===== config.mk =====
export PLATFORM = sky130hd
export DESIGN_NAME = max7219_matrix_display
export DESIGN_NICKNAME = d
export VERILOG_FILES = /design/src/rtl/max7219_pkg.sv /design/src/rtl/max7219_frame_tx.sv /design/src/rtl/max7219_matrix_display.sv
export SDC_FILE = /design/constraint.sdc
export NUM_CORES = 1
export LEC_CHECK = 0
export BUFFER_PORTS_ARGS = -buffer_cell sky130_fd_sc_hd__buf_2
export CORE_ASPECT_RATIO = 2
export CORE_MARGIN = 3
export CORE_UTILIZATION = 55
export CTS_CLUSTER_DIAMETER = 120
export DETAILED_ROUTE_END_ITERATION = 12
export PLACE_DENSITY = 0.86
export SYNTH_ARGS = -nofsm -noshare
export SYNTH_HDL_FRONTEND = slang
export SYNTH_SLANG_ARGS = --single-unit

===== constraint.sdc =====
create_clock -name clk -period 3.1 [get_ports clk]
set_clock_uncertainty 0.15 [all_clocks]
set_input_delay 0.465 -clock clk [delete_from_list [all_inputs] [get_ports clk]]
set_output_delay 0.465 -clock clk [all_outputs]
set_load 0.1 [all_outputs]

===== src/rtl/max7219_pkg.sv =====
// Shared constants and word helpers for the MAX7219 chain driver.
// Holds register addresses, 16-bit word packing and the power-up register table.
package max7219_pkg;

  localparam logic [3:0] ADDR_NOOP      = 4'h0;
  localparam logic [3:0] ADDR_DIGIT0    = 4'h1;
  localparam logic [3:0] ADDR_DECODE    = 4'h9;
  localparam logic [3:0] ADDR_INTENSITY = 4'hA;
  localparam logic [3:0] ADDR_SCANLIMIT = 4'hB;
  localparam logic [3:0] ADDR_SHUTDOWN  = 4'hC;
  localparam logic [3:0] ADDR_DISPTEST  = 4'hF;

  localparam int INIT_STEPS = 5;

  typedef enum logic {
    ST_INIT,
    ST_ROW
  } state_t;

  function automatic logic [15:0] make_word(input logic [3:0] addr, input logic [7:0] data);
    return {4'h0, addr, data};
  endfunction

  function automatic logic [15:0] init_word(input logic [2:0] step, input logic [3:0] intensity);
    case (step)
      3'd0:    return make_word(ADDR_DISPTEST, 8'h00);
      3'd1:    return make_word(ADDR_SCANLIMIT, 8'h07);
      3'd2:    return make_word(ADDR_DECODE, 8'h00);
      3'd3:    return make_word(ADDR_INTENSITY, {4'h0, intensity});
      3'd4:    return make_word(ADDR_SHUTDOWN, 8'h01);
      default: return make_word(ADDR_NOOP, 8'h00);
    endcase
  endfunction

endpackage


===== src/rtl/max7219_frame_tx.sv =====
// Presents one frame MSB-first on falling clk edges with cs low, then a one-cycle cs-high latch.
// start marks the edge where cs falls; done marks the edge where cs rises.
module max7219_frame_tx #(
  parameter int N_BITS = 64
) (
  input  logic              clk,
  input  logic              reset_n,
  input  logic [N_BITS-1:0] frame,
  output logic              start,
  output logic              done,
  output logic              mosi,
  output logic              cs
);

  localparam int CNT_W = $clog2(N_BITS);

  logic             busy;
  logic [CNT_W-1:0] cnt;

  assign start = !busy;
  assign done  = busy && (cnt == '0);

  // cnt is the frame bit index currently on mosi; it walks N_BITS-1 down to 0.
  always_ff @(negedge clk or negedge reset_n) begin
    if (!reset_n) begin
      busy <= 1'b0;
      cnt  <= '0;
      cs   <= 1'b1;
      mosi <= 1'b0;
    end else if (!busy) begin
      busy <= 1'b1;
      cnt  <= CNT_W'(N_BITS - 1);
      cs   <= 1'b0;
      mosi <= frame[N_BITS-1];
    end else if (cnt != '0) begin
      cnt  <= cnt - 1'b1;
      mosi <= frame[cnt - 1'b1];
    end else begin
      busy <= 1'b0;
      cs   <= 1'b1;
      mosi <= 1'b0;
    end
  end

endmodule


===== src/rtl/max7219_matrix_display.sv =====
// Sequencer for a chain of SIZE MAX7219 matrices: one-shot init table, then endless row refresh.
// Everything runs on the falling edge so outputs are settled for the devices' rising-edge sample.
module max7219_matrix_display
  import max7219_pkg::*;
#(
  parameter int          SIZE      = 4,
  parameter logic [3:0]  INTENSITY = 4'h3
) (
  input  logic                clk,
  input  logic                reset_n,
  input  logic [64*SIZE-1:0]  pixels,
  output logic                mosi,
  output logic                cs
);

  localparam int N_BITS = 16 * SIZE;

  state_t              state;
  logic [2:0]          step;
  logic [2:0]          row;
  logic [64*SIZE-1:0]  snap;
  logic [N_BITS-1:0]   frame;
  logic                tx_start;
  logic                tx_done;

  // Device k's word lands in frame[16k +: 16], so the farthest device is shifted first.
  always_comb begin
    frame = '0;
    for (int k = 0; k < SIZE; k++) begin
      if (state == ST_INIT)
        frame[16*k +: 16] = init_word(step, INTENSITY);
      else
        frame[16*k +: 16] = make_word(ADDR_DIGIT0 + {1'b0, row}, snap[64*k + 8*row +: 8]);
    end
  end

  // The snapshot is taken on the cs-falling edge; the bit sent on that same edge is the
  // zero top nibble of a word, so the stale snapshot never reaches mosi.
  always_ff @(negedge clk or negedge reset_n) begin
    if (!reset_n) begin
      state <= ST_INIT;
      step  <= 3'd0;
      row   <= 3'd0;
      snap  <= '0;
    end else begin
      if (tx_start && state == ST_ROW)
        snap <= pixels;
      if (tx_done) begin
        case (state)
          ST_INIT: begin
            if (step == 3'(INIT_STEPS - 1)) begin
              state <= ST_ROW;
              row   <= 3'd0;
            end else begin
              step <= step + 3'd1;
            end
          end
          ST_ROW:  row <= row + 3'd1;
          default: state <= ST_INIT;
        endcase
      end
    end
  end

  max7219_frame_tx #(.N_BITS(N_BITS)) u_frame_tx (
    .clk     (clk),
    .reset_n (reset_n),
    .frame   (frame),
    .start   (tx_start),
    .done    (tx_done),
    .mosi    (mosi),
    .cs      (cs)
  );

endmodule


==> run metrics, run 1 <==
outcome=finished, violations left; failing checks=negative setup slack; CP Cell Sequence=buf_12; DRT iter0 DRCs=401; Final #Nets=1,349; Die X=114 um; routed wire length=31,400 um; Skew-Pair Late Insertion Delay=0.53 ns; CP max-delay cell=dfstp_2; met2 WL=17,600 um; Cell Rows=78; Mapped Area=12,700 um2; CP delay by family, top=flip-flops; CTS tree=built; post-DP HPWL=23,000 um; max layer used=met4; largest net degree at the start of global routing=83; CTS Buf Count=25; Setup WS post-layout=-0.361 ns; max_slew headroom=57.9%; Final Wtd Congestion=0.924; HP Class=flip-flop to flip-flop; # DRC=0; RSZ-0062 raised after global routing=true; vias per std cell=5.81; Hold-fix buffers, CTS=0; share of layout cells above drive strength 1=59.6%; Leak Pwr=7.50 nW; I/O Pins=260; Fin Setup TNS=-0.571 ns; Power per Cell Area=452 nW/um2; Final Max Slew Viols=0; peak supply drop=0.000623 V; CP Launch Point=u_frame_tx.cs$_DFFE_NN1P_; DRT Pass-1 Iters=5; Synthesized Nets=1,092; Avg WL per Cell=22.5 um; crit path max fanout=2; Synth Area per Inst=15.4 um2; vias in the first global route=9,069; Distinct cells, synth=55; CTS root buffer=clkbuf_16; initial antenna violation count=12; CP Capture Type=output port; post-route ant nets=0; Finished Cell Area=15,300 um2; combined buffer and inverter count along the critical path=1; Post-synth EDFFs=0; ys flop type=dfrtn_1; port buffer count=259; Placed Area=14,400 um2; Std-Cell Core Area=22,700 um2; DIE AREA=25,100 um2; synth warn=0; Data required, critical path=2.48 ns; clk slew on worst S/H paths=0.04 ns; Vias=8,101; Layout area overhead=20.0%; Seq cells post-synth=272; htree depth=1; Final Hold Fails=0; worst hold slack=0.297 ns; post-synthesis sequential area ratio=53.5%; Inst Count DP=1,336; Clock Sinks=272; first-pass GRT wire length=49,000 um; critical path data arrival time=2.85 ns; met1 wire length=10,900 um; async set-reset flop share out of synthesis=100%; Critical Path Max Stage Delay=0.55 ns; slew of the pin with the lowest slew margin=0.626 ns; Overflow after GRT=0; Die H=221 um; maxcap violations=0; gr usage total=25.2%; critical path class=flip-flop to output port; pre-CTS setup slack=-0.198 ns; Starting Density=55.9%; hold_sp=snap[71]$_DFFE_NN0P_; RR Startpoint=row[1]$_DFFE_NN0P_; maximum buffer depth of the clock tree=3; Synth Instances=827; met3 wire length=1450 um; Non-Filler Instances=1,395; Startpoint Class=flip-flop; final setup fails=2
[flip-flops by register name (all words and copies together), names as in the netlist]
| register | count |
|---|---|
| u_frame_tx.cnt | 6 |
| snap | 256 |
| state | 1 |
| step | 3 |
| u_frame_tx.mosi | 1 |
| row | 3 |
| u_frame_tx.cs | 1 |
| u_frame_tx.busy | 1 |
[cells in the mapped netlist (all sizes together), types with 2 or more instances]
master	instances	area share (%)
nor2	13	0.38
xnor2	5	0.34
nand4	5	0.25
o21ai	13	0.51
a21o	2	0.12
ha	7	0.69
o311ai	2	0.14
nand2	18	0.53
or3	3	0.15
a31oi	2	0.098
a22oi	2	0.12
o31ai	2	0.12
nor2b	3	0.15
o211ai	3	0.18
mux2i	20	1.6
inv	9	0.27
nor3	5	0.20
nand3	14	0.55
buf	18	1.2
mux4	61	11
o2111a	4	0.35
a311oi	3	0.21
dfrtn	271	53
a32oi	2	0.14
and2	2	0.098
a21oi	6	0.24
and3	3	0.15
clkbuf	38	1.6
nand2b	4	0.20
a221oi	6	0.41
mux2	262	23
[path summary, 6_finish.rpt]
kind                                             endpoint  slack [ns]  cells after the start
worst max register to register  u_frame_tx.mosi$_DFF_NN0_        0.24                      7
worst max-delay path                                   cs       -0.36                      1
min in group asynchronous            snap[12]$_DFFE_NN0P_        1.04                      1
worst min register to register       snap[71]$_DFFE_NN0P_        0.30                      1
worst min-delay path                 snap[71]$_DFFE_NN0P_        0.30                      1
max in group asynchronous            snap[54]$_DFFE_NN0P_        1.02                      2
[routing by layer]
| metal | up-vias | global-route usage (%) |
|---|---|---|
| met5 | - | 0 |
| met2 | 246 | 46.7 |
| met1 | 4161 | 28.0 |
| met4 | 0 | 11.3 |
| met3 | 69 | 3.39 |
| li1 | 3625 | - |
[what timing repair did]
action	in CTS	in global routing
gates resized for setup	2	0
setup buffers	1	0
endpoints found under the setup margin	3	2
endpoints found under the hold margin	0	0
cloned	0	0
pin swaps	0	0
[layout by cell type (no fill, tap or decap), types with 3 or more instances in the layout]
cell	n
o2111a_1	4
mux2_2	262
mux4_1	3
clkinvlp_4	4
a311oi_1	3
mux2i_1	20
buf_4	16
clkbuf_16	25
nor2b_1	3
o211ai_1	3
clkbuf_8	5
xnor2_1	5
nand3_1	14
nand2b_1	4
nand2_1	18
buf_2	256
and3_1	3
ha_1	7
clkinv_2	4
dfrtn_1	271
or3_1	3
o21ai_0	13
buf_12	14
nand4_1	5
inv_1	9
a21oi_1	6
diode_2	13
a221oi_1	6
nor2_1	12
nor3_1	5
mux4_2	58
[power breakdown]
group          leakage [nW]  internal, mW  switching [mW]
Combinational          3.33         0.127           0.120
Clock                 0.396          1.70            1.38
Sequential             3.77          3.57               0
Total                  7.50          5.39            1.50
[area by class of cell]
| type | count | area, um2 |
|---|---|---|
| fill | 1592 | 7480 |
| sequential | 272 | 6810 |
| multi-input combinational | 489 | 5530 |
| timing repair buffer | 287 | 1700 |
| clock buffer | 32 | 702 |
| tap | 280 | 350 |
| clock inverter | 14 | 114 |
| antenna | 13 | 32.5 |
| inverter | 8 | 30.0 |
[kinds of logic (layout without fill, tap and decap cells)]
logic type | Yosys count | after routing | share of synthesized area (%)
multiplexers | 343 | 343 | 35.7
AND/OR/NAND/NOR | 74 | 74 | 2.98
buffers and inverters | 66 | 341 | 3.14
flip-flops | 272 | 272 | 53.5
adder cells (fa/ha/maj) | 7 | 7 | 0.688
XOR/XNOR | 6 | 6 | 0.561
other | 0 | 13 | 0
AO/OA/AOI/OAI | 59 | 59 | 3.46
[per-stage QoR]
step	util, %	power, mW
after CTS	67.0	6.97
after global placement	63.3	3.88
after floorplan	-	3.64
after global routing	67.1	7.12
after detailed placement	63.3	3.89
final	67.1	6.90
Power figures use the tool's default switching activity.
==> inputs of run 2 (changes only) <==
- PLACE_DENSITY: 0.86 -> not set
- PLACE_DENSITY_LB_ADDON: not set -> 0.12
==> run metrics, run 2 (synthesis gave the netlist of run 1 again) <==
Layout area overhead=20.5%; Std-Cell Core Area=22,700 um2 (unchanged); Final Max Slew Viols=0 (unchanged); Fin Setup TNS=-0.605 ns (-0.0340 ns); CP max-delay cell=dfstp_2; DRT Pass-1 Iters=5 (unchanged); share of layout cells above drive strength 1=59.9% (+0.24 points); htree depth=1 (unchanged); CTS Buf Count=25 (unchanged); gr usage total=24.7% (-0.47 points); Overflow after GRT=0 (unchanged); CP Cell Sequence=buf_12; vias in the first global route=9,068 (-0.011%); hold_sp=snap[187]$_DFFE_NN0P_; Die X=114 um (unchanged); Final #Nets=1,358 (+0.67%); pre-CTS setup slack=0.221 ns (+0.419 ns); Final Hold Fails=0 (unchanged); biggest regs=snap x256, u_frame_tx.cnt x6; CP Launch Point=u_frame_tx.cs$_DFFE_NN1P_; final core occ=67.4% (+0.28 points); Starting Density=55.9% (unchanged); CTS tree=built; Setup WS post-layout=-0.367 ns (-0.00672 ns); Die H=221 um (unchanged); final setup fails=2 (unchanged); maxcap violations=0 (unchanged); HP Class=flip-flop to flip-flop; vias per std cell=5.77 (-0.66%); Inst Count DP=1,345 (+0.67%); post-route ant nets=0 (unchanged); filler cell count=1,732 (+8.8%); CP delay by family, top=flip-flops; critical path class=flip-flop to output port; combined buffer and inverter count along the critical path=1 (unchanged); worst hold slack=0.297 ns (-0.000226 ns); RSZ-0062 raised after global routing=true; Avg WL per Cell=21.8 um (-2.9%); first-pass GRT wire length=48,200 um (-1.7%); Data required, critical path=2.48 ns (about the same); peak supply drop=0.000477 V (-23%); reg2reg setup slack=0.29 ns (+0.05 ns); Clock Sinks=272 (unchanged); I/O Pins=260 (unchanged); routed wire length=30,500 um (-2.9%); port buffer count=259 (unchanged); PnR Total Power=7.00 mW (+1.6%); most frequent cells in the layout=dfrtn_1, mux2_2, buf_2, mux4_2; commonest non-fill, non-tap cell in the layout=dfrtn_1; slew of the pin with the lowest slew margin=0.832 ns (+0.206 ns); Final Wtd Congestion=0.941 (+1.8%); DRT iter0 DRCs=408 (+1.7%); largest net degree at the start of global routing=146 (+76%); Placed Area=14,500 um2 (+0.47%); initial antenna violation count=5 (-7); Vias=8,053 (-0.59%); Cell Rows=78 (unchanged); # DRC=0 (unchanged); Finished Cell Area=15,300 um2 (+0.41%); Non-Filler Instances=1,396 (+0.072%); Top reg by flops=snap; CTS root buffer=clkbuf_16; Startpoint Class=flip-flop; failing checks=negative setup slack; post-DP HPWL=22,400 um (-2.5%); RR Startpoint=row[0]$_DFFE_NN0P_; max FFs per register=256 (unchanged); clk slew on worst S/H paths=0.05 ns (about the same); Leak Pwr=7.57 nW (+0.98%); maximum buffer depth of the clock tree=3 (unchanged); outcome=finished, violations left; Skew-Pair Late Insertion Delay=0.54 ns (about the same); CP Capture Type=output port; critical path data arrival time=2.85 ns (about the same); crit path max fanout=2 (unchanged); Critical Path Max Stage Delay=0.54 ns (about the same); DIE AREA=25,100 um2 (unchanged); Power per Cell Area=457 nW/um2 (+1.1%); max_slew headroom=44.6% (-13 points)
[run 2: cell count changes in the layout (fill, tap and decap cells not counted), sizes merged]
cell	before	now
clkinvlp	4	1
clkinv	7	9
buf	287	296
bufinv	1	3
clkbuf	32	30
diode	13	5
inv	10	11
[run 2: final cells by class]
type                    count  area, um2  share of cell area, %
clock buffers              30        674                   4.40
multi-input cells         489       5520                   36.0
clock inverters            16        163                   1.06
well taps                 280        350                   2.29
diodes                      5       12.5                 0.0817
flip-flops and latches    272       6810                   44.4
inverters                   8       30.0                  0.196
repair buffers            296       1760                   11.5
[run 2: final timing paths]
check,endpoint,cells past startpoint
worst max-delay path,cs,1
worst min-delay path,snap[187]$_DFFE_NN0P_,1
worst max register to register,u_frame_tx.mosi$_DFF_NN0_,6
worst min register to register,snap[187]$_DFFE_NN0P_,1
max in group asynchronous,snap[238]$_DFFE_NN0P_,2
min in group asynchronous,snap[28]$_DFFE_NN0P_,1
[run 2: routing by layer]
metal	wire [um]	GRT usage [%]	share of wire, %	vias up
met5	0	0	0	-
met4	1230	11.0	4.0	0
met3	1530	3.91	5.0	63
met2	16900	44.7	55	234
met1	10800	28.2	35	4113
li1	-	-	-	3643
[run 2: where the power goes]
group | switching [mW] | leakage (nW) | internal, mW
combinational | 0.125 | 3.37 | 0.137
sequential | 0 | 3.77 | 3.57
clock | 1.37 | 0.422 | 1.81
total | 1.49 | 7.57 | 5.51
[run 2: repair_timing]
| item | in CTS | in global routing |
|---|---|---|
| hold buffers | 0 | 0 |
| setup endpoints to repair | 2 | 2 |
| resized for setup | 0 | 0 |
| setup buffers | 0 | 1 |
==> inputs of run 3 (changes only) <==
- clock period: 3.1 -> 3.9 ns (I/O delays scaled with it)
==> run metrics, run 3 (synthesis gave the netlist of run 1 again) <==
crit path max fanout=2 (unchanged); post-CTS setup repair buffer count=0 (unchanged); CTS root buffer=clkbuf_16; Final #Nets=1,354 (-0.29%); Starting Density=55.9% (unchanged); Final Hold Fails=0 (unchanged); Layout area overhead=20.0%; first-pass GRT wire length=48,300 um (+0.20%); commonest non-fill, non-tap cell in the layout=dfrtn_1; PnR Total Power=5.55 mW (-21%); maxcap violations=0 (unchanged); Avg WL per Cell=21.9 um (+0.46%); post-route ant nets=0 (unchanged); Clk pwr share=45.4% (about the same); outcome=finished, violations left; Hold-fix buffers, CTS=0 (unchanged); Critical Path Max Stage Delay=0.54 ns (about the same); CP Launch Point=u_frame_tx.cs$_DFFE_NN1P_; Overflow after GRT=0 (unchanged); Final Max Slew Viols=0 (unchanged); RR Startpoint=u_frame_tx.cnt[1]$_DFFE_NN0N_; max FFs per register=256 (unchanged); routed wire length=30,500 um (+0.17%); Top reg by flops=snap; CP Cell Sequence=buf_12; vias in the first global route=9,190 (+1.3%); Leak Pwr=7.53 nW (-0.50%); HP Class=flip-flop to flip-flop; Clock Sinks=272 (unchanged); hold_sp=snap[111]$_DFFE_NN0P_; Std-Cell Core Area=22,700 um2 (unchanged); Cell Rows=78 (unchanged); vias per std cell=5.81 (+0.66%); critical path data arrival time=3.24 ns (+0.39 ns); critical path class=flip-flop to output port; Int Power=4.42 mW (-20%); Setup WS post-layout=-0.0774 ns (+0.290 ns); maximum buffer depth of the clock tree=3 (unchanged); slew of the pin with the lowest slew margin=0.734 ns (-0.0980 ns); gr usage total=24.7% (about the same); clk slew on worst S/H paths=0.05 ns (about the same); I/O Pins=260 (unchanged); CP max-delay cell=dfstp_2; CTS Buf Count=25 (unchanged); Die H=221 um (unchanged); CP delay by family, top=flip-flops; Die X=114 um (unchanged); DIE AREA=25,100 um2 (unchanged); Finished Cell Area=15,300 um2 (-0.40%); Data required, critical path=3.16 ns (+0.68 ns); Vias=8,083 (+0.37%); Placed Area=14,400 um2 (-0.52%); htree depth=1 (unchanged); combined buffer and inverter count along the critical path=1 (unchanged); share of layout cells above drive strength 1=59.5% (-0.31 points); switch share=20.3% (-0.96 points); Startpoint Class=flip-flop; Fin Setup TNS=-0.0774 ns (+0.528 ns); switching pwr=1.13 mW (-24%); RSZ-0062 raised after global routing=true; biggest regs=snap x256, u_frame_tx.cnt x6; failing checks=negative setup slack; Final Wtd Congestion=0.902 (-4.2%); reg2reg setup slack=0.92 ns (+0.63 ns); largest net degree at the start of global routing=92 (-37%); filler cell count=1,704 (-1.6%); post-DP HPWL=22,400 um (about the same); DRT Pass-1 Iters=4 (-1); # DRC=0 (unchanged); CP Capture Type=output port; peak supply drop=0.000432 V (-9.5%); port buffer count=259 (unchanged); CTS tree=built; DRT iter0 DRCs=408 (unchanged); final setup fails=1 (-1); initial antenna violation count=7 (+2); Skew-Pair Late Insertion Delay=0.53 ns (about the same); max_slew headroom=50.7% (+6.2 points); sequential power share=51.1% (+0.2 points); most frequent cells in the layout=dfrtn_1, mux2_2, buf_2, mux4_2, clkbuf_16; Power per Cell Area=364 nW/um2 (-20%); Gate power share=3.5% (-0.2 points)
## run 3: cell type report
| type | count | area [um2] | area share (%) |
|---|---|---|---|
| multi-input combinational | 489 | 5520 | 36.2 |
| timing repair buffer | 292 | 1690 | 11.1 |
| clock inverter | 9 | 124 | 0.812 |
| tap | 280 | 350 | 2.30 |
| antenna | 7 | 17.5 | 0.115 |
| clock buffer | 35 | 723 | 4.74 |
| sequential | 272 | 6810 | 44.6 |
| inverter | 8 | 30.0 | 0.197 |
## run 3: per-stage QoR
step	setup slack [ns]	hold slack, ns	util [%]	instances
finish	-0.0774	0.296	67.1	1392
global route	-0.113	0.310	67.1	1392
CTS	-0.0956	0.298	67.0	1385
detailed placement	0.437	0.298	63.3	1342
global placement	0.435	0.293	63.3	1342
floorplan	0.266	0.281	-	827
## run 3: repair_timing
item | in CTS | in global routing
pin swaps | 0 | 0
setup endpoints to repair | 2 | 2
gates resized for setup | 1 | 1
## run 3: power groups by stage
stage | combinational [mW] | clock [mW] | sequential, mW
floorplan | 0.00217 | 0.00321 | 2.89
global placement | 0.195 | 0.00321 | 2.89
CTS | 0.200 | 2.60 | 2.84
detailed placement | 0.198 | 0.00321 | 2.89
finish | 0.193 | 2.52 | 2.84
global route | 0.218 | 2.71 | 2.83
## run 3: per-layer routing
layer  vias up  share of wire [%]  wire length, um  track usage (%)
li1       3642                  -                -                -
met5         -                  0                0                0
met3        59                5.7             1730             4.13
met4         0                3.4             1050             10.3
met1      4140                 35            10600             27.5
met2       242                 56            17200             45.7
## run 3: worst paths after layout
check,end,cells past startpoint
max reg2reg,u_frame_tx.mosi$_DFF_NN0_,8
min reg2reg,snap[111]$_DFFE_NN0P_,1
max in group asynchronous,u_frame_tx.cs$_DFFE_NN1P_,2
max,cs,1
min in group asynchronous,snap[13]$_DFFE_NN0P_,1
min,snap[111]$_DFFE_NN0P_,1
